File: config.mk
export PLATFORM = sky130hd
export DESIGN_NAME = tt_mux_ctrl
export DESIGN_NICKNAME = d
export VERILOG_FILES = /design/src/rtl/tt_mux_ctrl_pkg.sv /design/src/rtl/tt_mux_ctrl_sync.sv /design/src/rtl/tt_mux_ctrl.sv
export SDC_FILE = /design/constraint.sdc
export NUM_CORES = 1
export LEC_CHECK = 0
export ABC_AREA = 1
export BUFFER_PORTS_ARGS = -buffer_cell sky130_fd_sc_hd__buf_2
export CAP_MARGIN = 30
export CELL_PAD_IN_SITES_DETAIL_PLACEMENT = 1
export CELL_PAD_IN_SITES_GLOBAL_PLACEMENT = 2
export CORE_ASPECT_RATIO = 1.25
export CORE_MARGIN = 10
export CORE_UTILIZATION = 33
export DETAILED_ROUTE_END_ITERATION = 10
export GPL_ROUTABILITY_DRIVEN = 0
export PLACE_DENSITY = 0.86
export SYNTH_ARGS = -nofsm -noshare
export SYNTH_HDL_FRONTEND = slang
export SYNTH_SLANG_ARGS = --single-unit
File: constraint.sdc
create_clock -name clk -period 1.69 [get_ports clk]
set_input_delay 0.2535 -clock clk [delete_from_list [all_inputs] [get_ports clk]]
set_output_delay 0.2535 -clock clk [all_outputs]
set_load 0.05 [all_outputs]
File: src/rtl/tt_mux_ctrl_pkg.sv
// Shared constants and FSM state encoding for the mux-spine selection sequencer.
package tt_mux_ctrl_pkg;

  localparam int unsigned DefAddrW       = 10;
  localparam int unsigned DefMaxAddr     = 1023;
  localparam int unsigned DefGuardCycles = 4;
  localparam int unsigned DefRstCycles   = 16;

  localparam logic [1:0] StateIdle   = 2'd0;
  localparam logic [1:0] StateSwitch = 2'd1;
  localparam logic [1:0] StateReset  = 2'd2;
  localparam logic [1:0] StateRun    = 2'd3;

  typedef enum logic [1:0] {
    StIdle   = StateIdle,
    StSwitch = StateSwitch,
    StReset  = StateReset,
    StRun    = StateRun
  } state_e;

endpackage

File: src/rtl/tt_mux_ctrl_sync.sv
// Two-flop synchronizer for an asynchronous control pad, with a configurable reset value.
module tt_mux_ctrl_sync #(
  parameter logic RST_VAL = 1'b0
) (
  input  logic clk,
  input  logic rst,
  input  logic d,
  output logic q
);

  logic meta_q;

  always_ff @(posedge clk) begin
    if (rst) begin
      meta_q <= RST_VAL;
      q      <= RST_VAL;
    end else begin
      meta_q <= d;
      q      <= meta_q;
    end
  end

endmodule

File: src/rtl/tt_mux_ctrl.sv
// Design-select counter and disable/guard/reset/run sequencer driving the mux spine.
module tt_mux_ctrl
  import tt_mux_ctrl_pkg::*;
#(
  parameter int unsigned ADDR_W       = DefAddrW,
  parameter int unsigned MAX_ADDR     = DefMaxAddr,
  parameter int unsigned GUARD_CYCLES = DefGuardCycles,
  parameter int unsigned RST_CYCLES   = DefRstCycles
) (
  input  logic              clk,
  input  logic              rst,
  input  logic              ctrl_sel_rst_n,
  input  logic              ctrl_sel_inc,
  input  logic              ctrl_ena,
  output logic [ADDR_W-1:0] spine_addr,
  output logic              spine_ena,
  output logic              user_rst_n,
  output logic              busy
);

  localparam int unsigned CntMax = (GUARD_CYCLES > RST_CYCLES) ? GUARD_CYCLES : RST_CYCLES;
  localparam int unsigned CntW   = $clog2(CntMax + 1);

  localparam logic [ADDR_W-1:0] MaxAddr   = ADDR_W'(MAX_ADDR);
  localparam logic [CntW-1:0]   GuardLoad = CntW'(GUARD_CYCLES - 1);
  localparam logic [CntW-1:0]   RstLoad   = CntW'(RST_CYCLES - 1);

  logic sel_rst_n_s, inc_s, ena_s;

  tt_mux_ctrl_sync #(.RST_VAL(1'b1)) u_sync_sel_rst_n (
    .clk (clk),
    .rst (rst),
    .d   (ctrl_sel_rst_n),
    .q   (sel_rst_n_s)
  );

  tt_mux_ctrl_sync #(.RST_VAL(1'b1)) u_sync_inc (
    .clk (clk),
    .rst (rst),
    .d   (ctrl_sel_inc),
    .q   (inc_s)
  );

  tt_mux_ctrl_sync #(.RST_VAL(1'b0)) u_sync_ena (
    .clk (clk),
    .rst (rst),
    .d   (ctrl_ena),
    .q   (ena_s)
  );

  logic              inc_prev_q;
  logic              inc_rise;
  logic [ADDR_W-1:0] sel_cnt_q, sel_cnt_d;
  state_e            state_q, state_d;
  logic [CntW-1:0]   cnt_q, cnt_d;
  logic              load_addr;

  assign inc_rise = inc_s & ~inc_prev_q;

  // Select clear wins over a coincident increment edge.
  always_comb begin
    sel_cnt_d = sel_cnt_q;
    if (!sel_rst_n_s) begin
      sel_cnt_d = '0;
    end else if (inc_rise) begin
      sel_cnt_d = (sel_cnt_q == MaxAddr) ? '0 : sel_cnt_q + 1'b1;
    end
  end

  always_comb begin
    state_d   = state_q;
    cnt_d     = cnt_q;
    load_addr = 1'b0;
    if (!ena_s) begin
      state_d = StIdle;
    end else begin
      case (state_q)
        StIdle: begin
          state_d   = StSwitch;
          cnt_d     = GuardLoad;
          load_addr = 1'b1;
        end
        StSwitch: begin
          if (cnt_q == '0) begin
            state_d = StReset;
            cnt_d   = RstLoad;
          end else begin
            cnt_d = cnt_q - 1'b1;
          end
        end
        StReset: begin
          if (cnt_q == '0) begin
            state_d = StRun;
          end else begin
            cnt_d = cnt_q - 1'b1;
          end
        end
        StRun: begin
          // Select changes made mid-sequence are picked up here.
          if (sel_cnt_q != spine_addr) begin
            state_d   = StSwitch;
            cnt_d     = GuardLoad;
            load_addr = 1'b1;
          end
        end
        default: state_d = StIdle;
      endcase
    end
  end

  always_ff @(posedge clk) begin
    if (rst) begin
      state_q    <= StIdle;
      cnt_q      <= '0;
      sel_cnt_q  <= '0;
      inc_prev_q <= 1'b1;
      spine_addr <= '0;
      spine_ena  <= 1'b0;
      user_rst_n <= 1'b0;
      busy       <= 1'b0;
    end else begin
      state_q    <= state_d;
      cnt_q      <= cnt_d;
      sel_cnt_q  <= sel_cnt_d;
      inc_prev_q <= inc_s;
      if (load_addr) begin
        spine_addr <= sel_cnt_q;
      end
      spine_ena  <= (state_d == StReset) || (state_d == StRun);
      user_rst_n <= (state_d == StRun);
      busy       <= (state_d == StSwitch) || (state_d == StReset);
    end
  end

endmodule
# ---- Yosys cells after proc, flatten, opt, wreduce, memory -nomap -nowiden
# Index checks and enable logic that the tools add are counted.
dict set report op_classes {
  n_bitwise 3
  mux 13
  n_reduce_logical 6
  addsub 2
  eq_ne 10
}
# op n
set op_table {}
lappend op_table {{one-hot mux 5 bit (4 select lines)} 1}
lappend op_table {{two-way mux 5 bit} 3}
lappend op_table {{adder 10 x 1 -> 10 bit (second input constant)} 1}
lappend op_table {{equality test 10 bit (second input constant)} 1}
lappend op_table {{two-way mux 10 bit} 1}
lappend op_table {{!= test 10 bit} 1}
lappend op_table {{equality test 2 bit (second input constant)} 4}
lappend op_table {{two-way mux 2 bit} 4}
lappend op_table {{one-hot mux 2 bit (4 select lines)} 1}
lappend op_table {{logical NOT 5 bit} 1}
lappend op_table {{subtractor 5 x 1 -> 5 bit (second input constant)} 1}
lappend op_table {{equality test 2 x 1 -> 1 bit (second input constant)} 2}
lappend op_table {{!= test 2 bit (second input constant)} 2}
lappend op_table {{AND reduction 3 bit} 1}
lappend op_table {{logical NOT 2 bit} 1}
lappend op_table {{logical OR 1 bit} 2}
lappend op_table {{two-way mux 1 bit} 2}
lappend op_table {{inverter 1 bit} 2}
lappend op_table {{one-hot mux 1 bit (2 select lines)} 1}
lappend op_table {{OR reduction 2 bit} 1}
lappend op_table {{bitwise AND 1 bit} 1}
dict set report word_totals {
  ff_bits 37
  in_bits 5
  output_inout_bits 13
  elab_cells 48
}

# ---- Longest topological paths before layout
# Gate-level depths: netlist of the first run.
dict set report logic_depth {
  word_depth 6
  depth_mapped 12
}

# ---- By module
# A second synthesis of the first run with hierarchy kept.
dict set report unflattened {
  cells_unflattened 272
  area_unflattened_um2 1869.3
}
# module seq_area_each_um2 instances area_per_inst_um2 cells_per_inst
set by_module_without_submodules {}
lappend by_module_without_submodules {tt_mux_ctrl 620.6 1 1696.6 252}
lappend by_module_without_submodules {{tt_mux_ctrl_sync (u_sync_inc ...)} 40.0 2 58.8 7}
lappend by_module_without_submodules {{tt_mux_ctrl_sync (u_sync_ena)} 40.0 1 55.1 6}

# ---- Worst setup path before layout of the first run
# OpenSTA, ideal clock, no wires.
dict set report synth_path {
  path_kind {reg-to-reg}
  from {reg spine_addr[1]}
  to {reg busy}
  required_ns 1.624
  path_buffers 0
  stages_incl_launch_ff 10
  period_less_slack_ns 1.708
  arrival_time_ns 1.642
  setup_slack_ns -0.018
  setup_ns 0.066
  path_cell_list {dfxtp_1 > xnor2_1 > nand2_1 > nor2_2 > nand4_1 > nand2_1 > nand2_1 > inv_1 > ha_1 > nor2_1}
}
dict set report synth_between {
  elab_chain_cells 6
}
# item line_no
set synth_lines {}
lappend synth_lines {{start, declared} tt_mux_ctrl.sv:15} ;# output logic [ADDR_W-1:0] spine_addr,
lappend synth_lines {{start signal, assigned} tt_mux_ctrl.sv:127} ;# spine_addr <= sel_cnt_q;
lappend synth_lines {{!= test 10 bit (*)} tt_mux_ctrl.sv:100} ;# if (sel_cnt_q != spine_addr) begin
lappend synth_lines {{two-way mux 2 bit (*)} tt_mux_ctrl.sv:100}
lappend synth_lines {{one-hot mux 2 bit (4 select lines) (*)} tt_mux_ctrl.sv:77} ;# case (state_q)
lappend synth_lines {{two-way mux 2 bit (*)} tt_mux_ctrl.sv:74} ;# if (!ena_s) begin
lappend synth_lines {{via state_d[1]} tt_mux_ctrl.sv:54} ;# state_e state_q, state_d;
lappend synth_lines {{equality test 2 x 1 -> 1 bit or equality test 2 bit (tied branches)} tt_mux_ctrl.sv:131} ;# busy <= (state_d == StSwitch) || (state_d == StReset);
lappend synth_lines {{logical OR 1 bit (*)} tt_mux_ctrl.sv:131}
lappend synth_lines {{end signal, assigned} tt_mux_ctrl.sv:131}
lappend synth_lines {{end, declared} tt_mux_ctrl.sv:18} ;# output logic busy
# The timed path passes the listed nets; every way through them passes the cells marked *.
# A chain may end at the register's enable or synchronous reset.

# ---- Final worst setup path of the first run
dict set report layout_path {
  from {reg state_q[1]}
  to {reg busy}
}
dict set report layout_between {
  elab_chain_cells 5
}
# item line_no
set layout_lines {}
lappend layout_lines {{start, declared} tt_mux_ctrl.sv:54}
lappend layout_lines {{start signal, assigned} tt_mux_ctrl.sv:113} ;# state_q <= StIdle;
lappend layout_lines {{start signal, assigned} tt_mux_ctrl.sv:122} ;# state_q <= state_d;
lappend layout_lines {{equality test 2 bit (tied with other cells)} tt_mux_ctrl.sv:77}
lappend layout_lines {{one-hot mux 2 bit (4 select lines) (*)} tt_mux_ctrl.sv:77}
lappend layout_lines {{two-way mux 2 bit (*)} tt_mux_ctrl.sv:74}
lappend layout_lines {{via state_d[1]} tt_mux_ctrl.sv:54}
lappend layout_lines {{equality test 2 x 1 -> 1 bit or equality test 2 bit (tied branches)} tt_mux_ctrl.sv:131}
lappend layout_lines {{logical OR 1 bit (*)} tt_mux_ctrl.sv:131}
# Marks and branches as above.

==> results.txt, run 1 <==
* Max-Slew Margin vs Limit: 0.828
- In this run the clock root is driven by a clkbuf_8.
- Largest delay contributor family on the critical path: adder cells
* Number of synthesized register bits: 37
* Clock transition at the register clock pins on the worst setup and hold paths after CTS: 0.08 ns
- Clock tree synthesis inserted a total of 5 buffers.
- The slowest stage of the critical path is the dfxtp_1 cell.
* Mean instance size in the synthesized netlist: 7.34 um^2
- Routed WL per cell: 12.9 um
- Met3 GRT Util: 0.0277
- In this run the tool buffered the top-level ports with 17 buffer cells.
- When the netlist entered floorplanning its net count stood at 278.
- In the layout the commonest cells are nand2_1, dfxtp_1, inv_1, nor2_1.
- Mapped Area: 1940 um^2
- Dividing the final minimum period by the clock period gives 0.941.
- Dividing total power by cell area gives a power density of 896 nW/um^2.
- Entering global routing, the biggest net connects 21 pins.
* LEAKAGE: 1.06 nW
* Number of max-cap violations: 0
* Sum of negative setup slack: 0 ns
- The H-tree was split into 2 levels.
- Max Slew Vio Count: 0
- After global routing, the most crowded layer is met2.
* Number of synthesized flops with an enable pin: 0
- Bufs on Longest Clock Path: 2
* Insertion delay of the later-clocked pin in the worst-skew pair: 0.30 ns
* Effective utilization at floorplan: 0.337
* Outcome: complete, no violations
* Synth warn: 0
- HPWL after DPL: 3530 um
* Achievable Freq: 0.629 GHz
* Rows: 31
- Area added between synthesis and finish: 22.7%
* Global-route wire length before repair: 8050 um
- Antenna diodes: 0
- Area of the core: 5740 um^2
* Number of hold buffers added after cts: 0
- Final wirelength: 4700 um
- Drt first pass iters: 5
- Instance count of the mapped netlist: 264
- Yosys mapped the design onto 30 distinct sky130hd cell types.
- In this design, the stage delay of the slowest critical-path cell is 0.34 ns.
- The clock arrives with 0.00864 ns of skew.
- Area of the die: 9350 um^2
* Hold Fails Final Rpt: 0
- Category of the critical setup timing path: reg -> reg
- Worst setup EP type: register
* Largest fanout on the critical path: 4
* Nets: 310
* Total DRC errors in the routed layout: 0
- TritonCTS built the clock tree.
* Die H: 106 um
* Most frequently used flop master after synthesis: dfxtp_1
* Final cell count without fillers: 363
- In this run the remaining antenna-violating nets after routing total 0.
- After the first detailed-routing iteration, the DRC count stood at 35.
- The tightest min-delay check is of the in -> reg type.
- 18 I/O pins were placed.
- STA puts the critical path data arrival time at 1.83 ns.
- After layout, the minimum clock period comes to 1.59 ns.
* Total clock sinks: 37
- After synthesis, the share of flip-flops with an asynchronous set or reset is 0.
- Worst Max-Slew Pin Slew: 0.260 ns
- The number of antenna violations at the first check in global routing was 0.
- Worst Setup Start Kind: register
- Total non-filler cell area in the finished layout: 2380 um^2
- Remaining global-route overflow: 0
* Met1 Resource Use GR: 0.112
- Chip width: 88.5 um
- For this run, global-route usage on met2 was measured as 0.196.
- The signal on the critical path passes through inv_2, ha_2, nand4_1, a311oi_2, nand2_1, inv_1, ha_1, nor2_1.
* Data required time at the worst endpoint: 1.93 ns
- The filler cells instantiated in the layout total 730.
- In the global route stage, overall resource usage came out at 0.107.
- Post-detailed-route via-to-cell ratio: 4.78
* Final core utilization: 0.414
- In this run, placement finished with an instance count of 351.
- In the final layout, the share of cells above drive strength 1 is 0.306.
- Placed standard-cell area: 2180 um^2
- Most common cell after layout, fill and taps aside: nand2_1
- The number of global-route vias before repair is 1847.
- The number of buffers and inverters on the critical path is 2.
- Final setup fails: 0
- Of the synthesized area, sequential elements account for 0.382.
* Routed via count: 1735
- VDD sags by at most 0.000437 V.
==> worst reg2reg max path, stage by stage, from the launching register on <==
cell	delay, ns
dfxtp_1	0.34
inv_2	0.09
ha_2	0.18
nand4_1	0.15
a311oi_2	0.27
nand2_1	0.11
inv_1	0.09
ha_1	0.22
nor2_1	0.09
==> kinds of logic after synthesis <==
group                    synth area share
AND/OR/NAND/NOR                     0.328
buffers and inverters               0.100
flip-flops                          0.382
AO/OA/AOI/OAI                      0.0950
adder cells (fa/ha/maj)            0.0581
XOR/XNOR                           0.0362
==> final cells by class <==
| cell class | instances | area, um^2 | share of cell area |
|---|---|---|---|
| timing repair buffer | 31 | 228 | 0.0958 |
| sequential | 37 | 747 | 0.314 |
| clock buffer | 5 | 68.8 | 0.0289 |
| inverter | 40 | 150 | 0.0632 |
| tap | 66 | 82.6 | 0.0347 |
| clock inverter | 3 | 68.8 | 0.0289 |
| multi-input combinational | 181 | 1030 | 0.434 |
==> report_power, final <==
group | internal (mW) | leakage (nW) | switching, mW
Clock | 0.595 | 0.0687 | 0.357
Sequential | 0.899 | 0.304 | 0.0218
Combinational | 0.0918 | 0.685 | 0.165
Total | 1.59 | 1.06 | 0.544
==> path summary, 6_finish.rpt <==
kind | start | end | slack, ns | cells past startpoint
min | ctrl_sel_inc | u_sync_inc.meta_q | 0.13 | 2
max reg2reg | state_q[1] | busy | 0.1 | 8
min reg2reg | u_sync_ena.meta_q | u_sync_ena.q | 0.41 | 2
max | state_q[1] | busy | 0.1 | 8
==> metrics by stage <==
stage,total power [mW],hold WS [ns],setup WS (ns)
floorplan,1.13,0.357,0.00165
global placement,1.19,0.391,0.127
detailed placement,1.20,0.398,0.0660
CTS,2.15,0.126,0.0603
global route,2.23,0.131,-0.0215
finish,2.13,0.133,0.0994
==> cell usage after synthesis (7+ instances only) <==
cell type / count / area (um^2)
inv_2: 7 / 26.3
nor2_1: 29 / 109
ha_1: 9 / 113
nand2_1: 55 / 206
nor2_2: 13 / 81.3
nand3_1: 9 / 45.0
nand3_2: 11 / 110
inv_1: 32 / 120
o21ai_0: 10 / 50.1
a21oi_1: 17 / 85.1
dfxtp_1: 37 / 741
==> registers in the layout, summed over array words and instances, names as in the netlist, 2 cells and up <==
register	count
sel_cnt_q	10
state_q	2
spine_addr	10
cnt_q	5
==> routing by layer <==
layer	vias up	part of all wire
li1	884	-
met1	826	0.44
met2	20	0.52
met3	5	0.029
met4	0	0.014
met5	-	0
==> timing repair <==
item	in CTS	in global routing
endpoints found under the setup margin	0	6
buffers inserted	0	4
resized for setup	0	10
(Power assumes the default switching activity.)
==> inputs of run 2 (changes only) <==
--- a/config.mk
+++ b/config.mk
@@ -5,17 +5,17 @@
 export SDC_FILE = /design/constraint.sdc
 export NUM_CORES = 1
 export LEC_CHECK = 0
-export ABC_AREA = 1
 export BUFFER_PORTS_ARGS = -buffer_cell sky130_fd_sc_hd__buf_2
 export CAP_MARGIN = 30
 export CELL_PAD_IN_SITES_DETAIL_PLACEMENT = 1
 export CELL_PAD_IN_SITES_GLOBAL_PLACEMENT = 2
 export CORE_ASPECT_RATIO = 1.25
 export CORE_MARGIN = 10
-export CORE_UTILIZATION = 33
+export CORE_UTILIZATION = 36
 export DETAILED_ROUTE_END_ITERATION = 10
 export GPL_ROUTABILITY_DRIVEN = 0
-export PLACE_DENSITY = 0.86
+export PLACE_DENSITY_LB_ADDON = 0.1
+export SKIP_CTS_REPAIR_TIMING = 1
 export SYNTH_ARGS = -nofsm -noshare
 export SYNTH_HDL_FRONTEND = slang
 export SYNTH_SLANG_ARGS = --single-unit
==> results.txt, run 2 <==
- In this run the worst setup path terminates at busy.
- The final total negative setup slack is -2.15 ns (-2.15 ns).
- The number of fill cells in the layout came to 595 (-18%).
- Sum of buffers and inverters on the critical path: 0 (-2)
- The number of diodes came to 0 (unchanged).
* Worst path arrival time: 2.29 ns (+0.46 ns)
* Final wirelength: 4880 um (+3.9%)
* Commonest cells in the synthesized netlist: dfxtp_1, nand2b_1, nor2_1
* Global-route wire length before repair: 7790 um (-3.3%)
* Worst setup EP type: register
- Most frequently used flop master after synthesis: dfxtp_1
- Number of buffers created by CTS: 5 (unchanged)
* Reg2Reg Launch Point: spine_addr[7]
* Worst hold path class: in -> reg
- Broken down by cell family, the worst path's largest delay share belongs to simple AND/OR/NAND/NOR gates.
- The checks that failed: negative setup slack.
- Mapped Area: 1860 um^2 (-4.1%)
* Synth warn: 0 (unchanged)
- Instance count of the mapped netlist: 197 (-25%)
- The CTS H-tree depth came to 2 (unchanged).
* HPWL after DPL: 3660 um (+3.8%)
- The largest total area in the synthesized netlist belongs to dfxtp_1.
- The worst clock skew on the final layout was 0.00331 ns (-0.00533 ns).
* Most frequent cells in the layout: buf_4, nand2b_1, dfxtp_1, nor2_1, buf_2
* Worst Setup Start Kind: register
* Crit-path cells: xnor2_1, nand4_1, or4b_4, a2111oi_4, ha_1, nor2_1
- The tree is rooted in a clkbuf_8.
* I/O pin count: 18 (unchanged)
- The pin count of the biggest net entering global routing was 41 (+95%).
- Chip width: 84.2 um (-4.8%)
- Final antenna-violating net count: 0 (unchanged)
* Pre-CTS worst setup slack: -0.387 ns (-0.453 ns)
- The share of Yosys cell area claimed by the top area cell type was 0.399 (+0.0165).
- The final cell count without fillers was 324 (-11%).
- Port bufs: 17 (unchanged)
- Via count of the first global-routing pass: 1695 (-8.2%)
- The worst slew slack as a fraction of its limit was 0.681 (-0.147).
- Sequential Area: 783 um^2 (+4.9%)
- The area inside the core boundary came to 5040 um^2 (-12%).
- Total DRC errors in the routed layout: 0 (unchanged)
* # placed instances: 312 (-11%)
* Hold Fails Final Rpt: 0 (unchanged)
- The overall die height was 100 um (-5.1%).
* Logic depth of the worst path, buffers included: 6 (-2)
- LEAKAGE: 1.06 nW (-0.23%)
- Category of the critical setup timing path: reg -> reg
- The starting density of the core came to 0.368 (+0.0307).
- Relative to the synthesized area, the layout overhead comes to 37.3%.
* Post-detailed-route via-to-cell ratio: 4.91 (+2.7%)
* Mean instance size in the synthesized netlist: 9.43 um^2 (+28%)
- In this run the worst setup path begins at spine_addr[7].
* Largest fanout on the critical path: 3 (-1)
- The final worst-path setup slack was -0.379 ns (-0.479 ns).
- The number of max-cap violations came to 0 (unchanged).
- The post-synthesis xor/xnor area fraction was 0.0937 (+0.0575).
* Slowest-stage cell, CP: or4b_4
- The number of nets in the layout was 275 (-11%).
- The highest cell delay on the worst timing path came to 0.58 ns (+0.24 ns).
- The share of layout cells above drive strength 1 came to 0.420 (+0.113).
- Most common cell after layout, fill and taps aside: buf_4
* Pwr per Cell Area: 635 nW/um^2 (-29%)
* Complex-gate fraction of the synthesized area: 0.0957 (+0.000726)
- The adder-cell area share of the yosys netlist is 0.0606 (+0.00251).
- The count of standard-cell rows is 29 (-6.5%).
- Number of synthesized register bits: 37 (unchanged)
* Total GRT Usage: 0.111 (+0.00391)
- In the final layout, the registers with the most flip-flops are sel_cnt_q: 10 flops, spine_addr: 10 flops, cnt_q: 5 flops.
- The clock period minus worst slack came to 2.07 ns (+0.479 ns).
* Routed via count: 1591 (-8.3%)
- Area of the die: 8450 um^2 (-9.7%)
* Path depth of the worst reg2reg path: 6 (-2)
- Routed WL per cell: 15.1 um (+16%)
- The number of clock sinks is 37 (unchanged).
- Outcome: complete, but fails checks
- The clock-pin slew on the worst setup and hold paths is 0.07 ns (about the same).
* Simple-gate share of the synthesized area: 0.246 (-0.0822)
* Unrepaired setup endpoints after global routing: true
- Number of synthesized flops with an enable pin: 0 (unchanged)
- Proportion of synthesized flip-flops having asynchronous set or reset: 0 (unchanged)
* Peak ir drop on the vdd network: 0.000497 V (+14%)
* R2R Path End: busy
- The most common cell in the synthesized netlist is dfxtp_1.
- The slew of the pin with the lowest slew margin is 0.478 ns (+0.219 ns).
- The violation count after the first detailed-routing iteration was 78 (+120%).
- The final clock period utilization by the worst path is 1.22 (+0.283).
* Cell types with the largest area share after synthesis: dfxtp_1, nand2b_1, mux2i_1
* Achievable Freq: 0.483 GHz (-23%)
* Count of cell types in the netlist: 37 (+23%)
- Number of antenna violations at the first check in global routing: 0 (unchanged)
- After synthesis, the largest family of logic cells by area is simple AND/OR/NAND/NOR gates.
- The mux contribution to synthesized area was 0.0701 (+0.0701).
- The multi-input logic area was 1130 um^2 (+9.2%).
* Remaining global-route overflow: 0 (unchanged)
- Syn Nets: 211 (-24%)
- Final setup fails: 9 (+9)
* Data required time at the worst endpoint: 1.91 ns (-0.02 ns)
- Drt first pass iters: 4 (-1)
- TritonCTS built the clock tree.
- Register area share after synthesis: 0.399 (+0.0165)
* Bufs on Longest Clock Path: 2 (unchanged)
- The register-to-register setup slack was -0.38 ns (-0.48 ns).
* Insertion delay of the later-clocked pin in the worst-skew pair: 0.29 ns (about the same)
* Max Slew Vio Count: 0 (unchanged)
[run 2: changes by cell type after synthesis, moves of 5 or more]
cell / previous run / this run
nand2_1: 55 / 7
nand2b_1: 0 / 24
inv_1: 32 / 9
mux2i_1: 0 / 13
nor2_2: 13 / 0
a21oi_1: 17 / 6
nand3_2: 11 / 0
nor2_1: 29 / 18
inv_2: 7 / 0
xnor2_1: 4 / 11
nor2b_1: 0 / 6
nand3_1: 9 / 4
o21ai_0: 10 / 5
[run 2: worst min path at each step]
stage,startpoint,end,slack (ns),cells after the start
final,ctrl_sel_rst_n,u_sync_sel_rst_n.meta_q,0.14,2
after global routing,ctrl_sel_rst_n,u_sync_sel_rst_n.meta_q,0.13,2
after CTS,ctrl_sel_rst_n,u_sync_sel_rst_n.meta_q,0.13,2
after detailed placement,u_sync_inc.meta_q,u_sync_inc.q,0.40,1
after global placement,u_sync_sel_rst_n.meta_q,u_sync_sel_rst_n.q,0.39,1
after floorplan,ctrl_sel_inc,u_sync_inc.meta_q,0.36,1
[run 2: kinds of logic (layout without fill, tap and decap cells)]
| family | count (synthesis) | in the layout |
|---|---|---|
| buffers and inverters | 15 | 80 |
| DFF | 37 | 37 |
| AOI/OAI and AO/OA | 24 | 24 |
| adders and majority gates | 9 | 9 |
| muxes | 13 | 13 |
| and+or+nand+nor | 80 | 80 |
| xor gates and xnor gates | 19 | 19 |
[run 2: report_power, final]
group | internal, mW | total, mW | leakage, nW | switching, mW
Clock | 0.285 | 0.599 | 0.0482 | 0.314
Sequential | 0.869 | 0.874 | 0.311 | 0.00540
Combinational | 0.0715 | 0.145 | 0.696 | 0.0733
[run 2: area by class of cell]
cell class,instances,area share
clock buffers,5,0.0270
well taps,62,0.0304
inverters,9,0.0152
multi-input cells,145,0.442
flip-flops and latches,37,0.307
repair buffers,63,0.172
clock inverters,3,0.00638
[run 2: per-stage QoR]
stage | power [mW] | cell area (um^2) | hold slack [ns] | utilization
final | 1.62 | 2550 | 0.142 | 0.506
after global routing | 1.70 | 2550 | 0.135 | 0.506
after CTS | 1.64 | 2420 | 0.133 | 0.481
after detailed placement | 1.03 | 2340 | 0.398 | 0.464
after global placement | 1.02 | 2340 | 0.392 | 0.464
after floorplan | 0.974 | 1890 | 0.357 | -
[run 2: layer usage]
| layer | part of all wire | global-route usage | vias up | wire [um] |
|---|---|---|---|---|
| met5 | 0 | 0 | - | 0 |
| met1 | 0.38 | 0.108 | 770 | 1850 |
| met2 | 0.57 | 0.208 | 20 | 2760 |
| li1 | - | - | 790 | - |
| met4 | 0.024 | 0.0568 | 0 | 116 |
| met3 | 0.032 | 0.0308 | 11 | 156 |
==> inputs of run 3 (changes only) <==
--- a/config.mk
+++ b/config.mk
@@ -14,7 +14,7 @@
 export CORE_UTILIZATION = 36
 export DETAILED_ROUTE_END_ITERATION = 10
 export GPL_ROUTABILITY_DRIVEN = 0
-export PLACE_DENSITY_LB_ADDON = 0.1
+export PLACE_DENSITY = 0.85
 export SKIP_CTS_REPAIR_TIMING = 1
 export SYNTH_ARGS = -nofsm -noshare
 export SYNTH_HDL_FRONTEND = slang
==> results.txt, run 3 (same netlist as run 2, synthesis figures left out) <==
* I/O pin count: 18 (unchanged)
* Register-to-Register Setup Slack: -0.44 ns (-0.06 ns)
* Max-Slew Margin vs Limit: 0.708 (+0.0273)
* Clock Tree Root: clkbuf_8
- The number of clock sinks was 37 (unchanged).
- Crit-path cells: xnor2_2, nand4_1, or4b_4, a2111oi_4, ha_1, nor2_1
- Worst hold path startpoint: ctrl_sel_rst_n
* Clock transition at the register clock pins on the worst setup and hold paths after CTS: 0.07 ns (about the same)
* Total non-filler cell area in the finished layout: 2530 um^2 (-0.93%)
- Power, Total: 1.60 mW (-0.98%)
- Number of buffers created by CTS: 5 (unchanged)
- Path depth of the worst reg2reg path: 6 (unchanged)
* Die H: 100 um (unchanged)
* Largest fanout on the critical path: 3 (unchanged)
- The number of pins exceeding their max-slew limit in the final report is 0 (unchanged).
- Worst Max-Slew Pin Slew: 0.438 ns (-0.0410 ns)
* Max Clock Skew: 0.00596 ns (+0.00265 ns)
- The leakage dissipation was 1.03 nW (-2.1%).
- Achievable Freq: 0.470 GHz (-2.6%)
* Worst path arrival time: 2.35 ns (+0.06 ns)
- Port bufs: 17 (unchanged)
- The number of fill cells in the layout came to 600 (+0.84%).
* Worst setup EP type: register
- The count of endpoints failing hold in the final timing report was 0 (unchanged).
* Final antenna-violating net count: 0 (unchanged)
* Min Clock Period, post-route: 2.13 ns (+0.0563 ns)
- The worst setup path is launched from a register.
- The CTS H-tree depth is 2 (unchanged).
- In the final layout, the registers with the most flip-flops are sel_cnt_q: 10 flops, spine_addr: 10 flops, cnt_q: 5 flops.
- Global-route wire length before repair: 7650 um (-1.8%)
* Data required time at the worst endpoint: 1.91 ns (about the same)
* Clock tree from TritonCTS: done
- Initial drt markers: 52 (-33%)
- HPWL after DPL: 3440 um (-6.0%)
- Area of the core: 5040 um^2 (unchanged)
- The share of layout cells above drive strength 1 came to 0.413 (-0.00672).
- The count of standard-cell rows is 29 (unchanged).
- The number of max-cap violations was 0 (unchanged).
- Category of the critical setup timing path: reg -> reg
- The setup violation total in the final timing report was 9 (unchanged).
- The number of remaining DRC errors came to 0 (unchanged).
- R2R Path End: busy
* Worst hold stages: 2 (unchanged)
- The number of diodes was 0 (unchanged).
* Most common cell after layout, fill and taps aside: buf_4
- The total number of vias came to 1551 (-2.5%).
- The latest clock arrival within the worst-skew pair was 0.29 ns (about the same).
* Reg2Reg Launch Point: sel_cnt_q[0]
* Area added between synthesis and finish: 36.1%
- The final reports fail on negative setup slack.
* Area of the die: 8450 um^2 (unchanged)
* Slowest-stage cell, CP: or4b_4
* Setup ws final: -0.436 ns (-0.0563 ns)
- The final clock period utilization by the worst path was 1.26 (+0.0333).
* Via count of the first global-routing pass: 1682 (-0.77%)
* Chip width: 84.2 um (unchanged)
- Nets: 272 (-1.1%)
- The total global routing track utilization was 0.108 (-0.00233).
* Post-detailed-route via-to-cell ratio: 4.83 (-1.6%)
- Worst hold path class: in -> reg
* Effective utilization at floorplan: 0.368 (unchanged)
- Pin count of the biggest net entering global routing: 41 (unchanged)
- The flow ran to the end, but the final reports show violations.
- The routed wire length is 4490 um (-8.0%).
* Remaining global-route overflow: 0 (unchanged)
- Bufs on Longest Clock Path: 2 (unchanged)
- Most frequent cells in the layout: buf_4, nand2b_1, dfxtp_1, nor2_1, buf_2
* Placed standard-cell area: 2330 um^2 (-0.32%)
- The per-cell routed wire length was 14.0 um (-7.2%).
* Peak ir drop on the vdd network: 0.000472 V (-5.0%)
- The number of antenna violations at the first check in global routing came to 0 (unchanged).
- Drt first pass iters: 4 (unchanged)
* Hold endpoint: u_sync_sel_rst_n.meta_q
- The highest cell delay on the worst timing path came to 0.60 ns (+0.02 ns).
- Unrepaired setup endpoints after global routing: true
- The ratio of total power to cell area came to 634 nW/um^2 (about the same).
## run 3: cell count changes in the layout (fill, tap and decap cells not counted), sizes merged
cell	previous run	this run
clkbuf	5	6
buf	63	60
inv	10	9
## run 3: worst max path at each step
stage                            to  depth (start not counted)     startpoint  slack [ns]
after floorplan                busy                          6  spine_addr[7]       -0.31
after global placement         busy                          6  spine_addr[8]       -0.32
after detailed placement       busy                          6   sel_cnt_q[0]       -0.41
after CTS                      busy                          6   sel_cnt_q[0]       -0.46
after global routing      spine_ena                          7   sel_cnt_q[9]       -0.55
final                          busy                          6   sel_cnt_q[0]       -0.44
## run 3: area by class of cell
| type | count | area, um^2 | area share |
|---|---|---|---|
| clock buffer | 6 | 72.6 | 0.0287 |
| multi-input combinational | 145 | 1130 | 0.449 |
| timing repair buffer | 60 | 415 | 0.164 |
| sequential | 37 | 783 | 0.310 |
| clock inverter | 2 | 10.0 | 0.00396 |
| tap | 62 | 77.6 | 0.0307 |
| inverter | 9 | 33.8 | 0.0134 |
## run 3: power by group
group	leakage, nW	total [mW]	switching, mW	internal (mW)
clock	0.0450	0.589	0.304	0.286
combinational	0.677	0.138	0.0686	0.0696
sequential	0.311	0.875	0.00575	0.869
total	1.03	1.60	0.378	1.22
## run 3: critical path, delay by kind of cell (launching register included)
family | cells | cell delay [ns]
adder cells (fa/ha/maj) | 1 | 0.30
XOR/XNOR | 1 | 0.16
AO/OA/AOI/OAI | 1 | 0.42
AND/OR/NAND/NOR | 3 | 0.85
flip-flops | 1 | 0.34
## run 3: through the flow
stage                     instances  TNS (ns)   util  setup WS, ns  hold WS, ns
final                           321     -2.40  0.501        -0.436        0.142
after global routing            321     -3.39  0.501        -0.550        0.136
after CTS                       319     -2.87  0.479        -0.459        0.136
after detailed placement        311     -2.37  0.462        -0.406        0.398
after global placement          311     -1.60  0.462        -0.324        0.395
after floorplan                 197    -0.951      -        -0.314        0.357
## run 3: routing by layer
metal,wire (um),global-route usage,share of wire,vias to the layer above
li1,-,-,-,790
met1,1980,0.123,0.44,731
met2,2260,0.188,0.50,24
met3,198,0.0348,0.044,6
met4,55,0.0348,0.012,0
met5,0,0,0,-
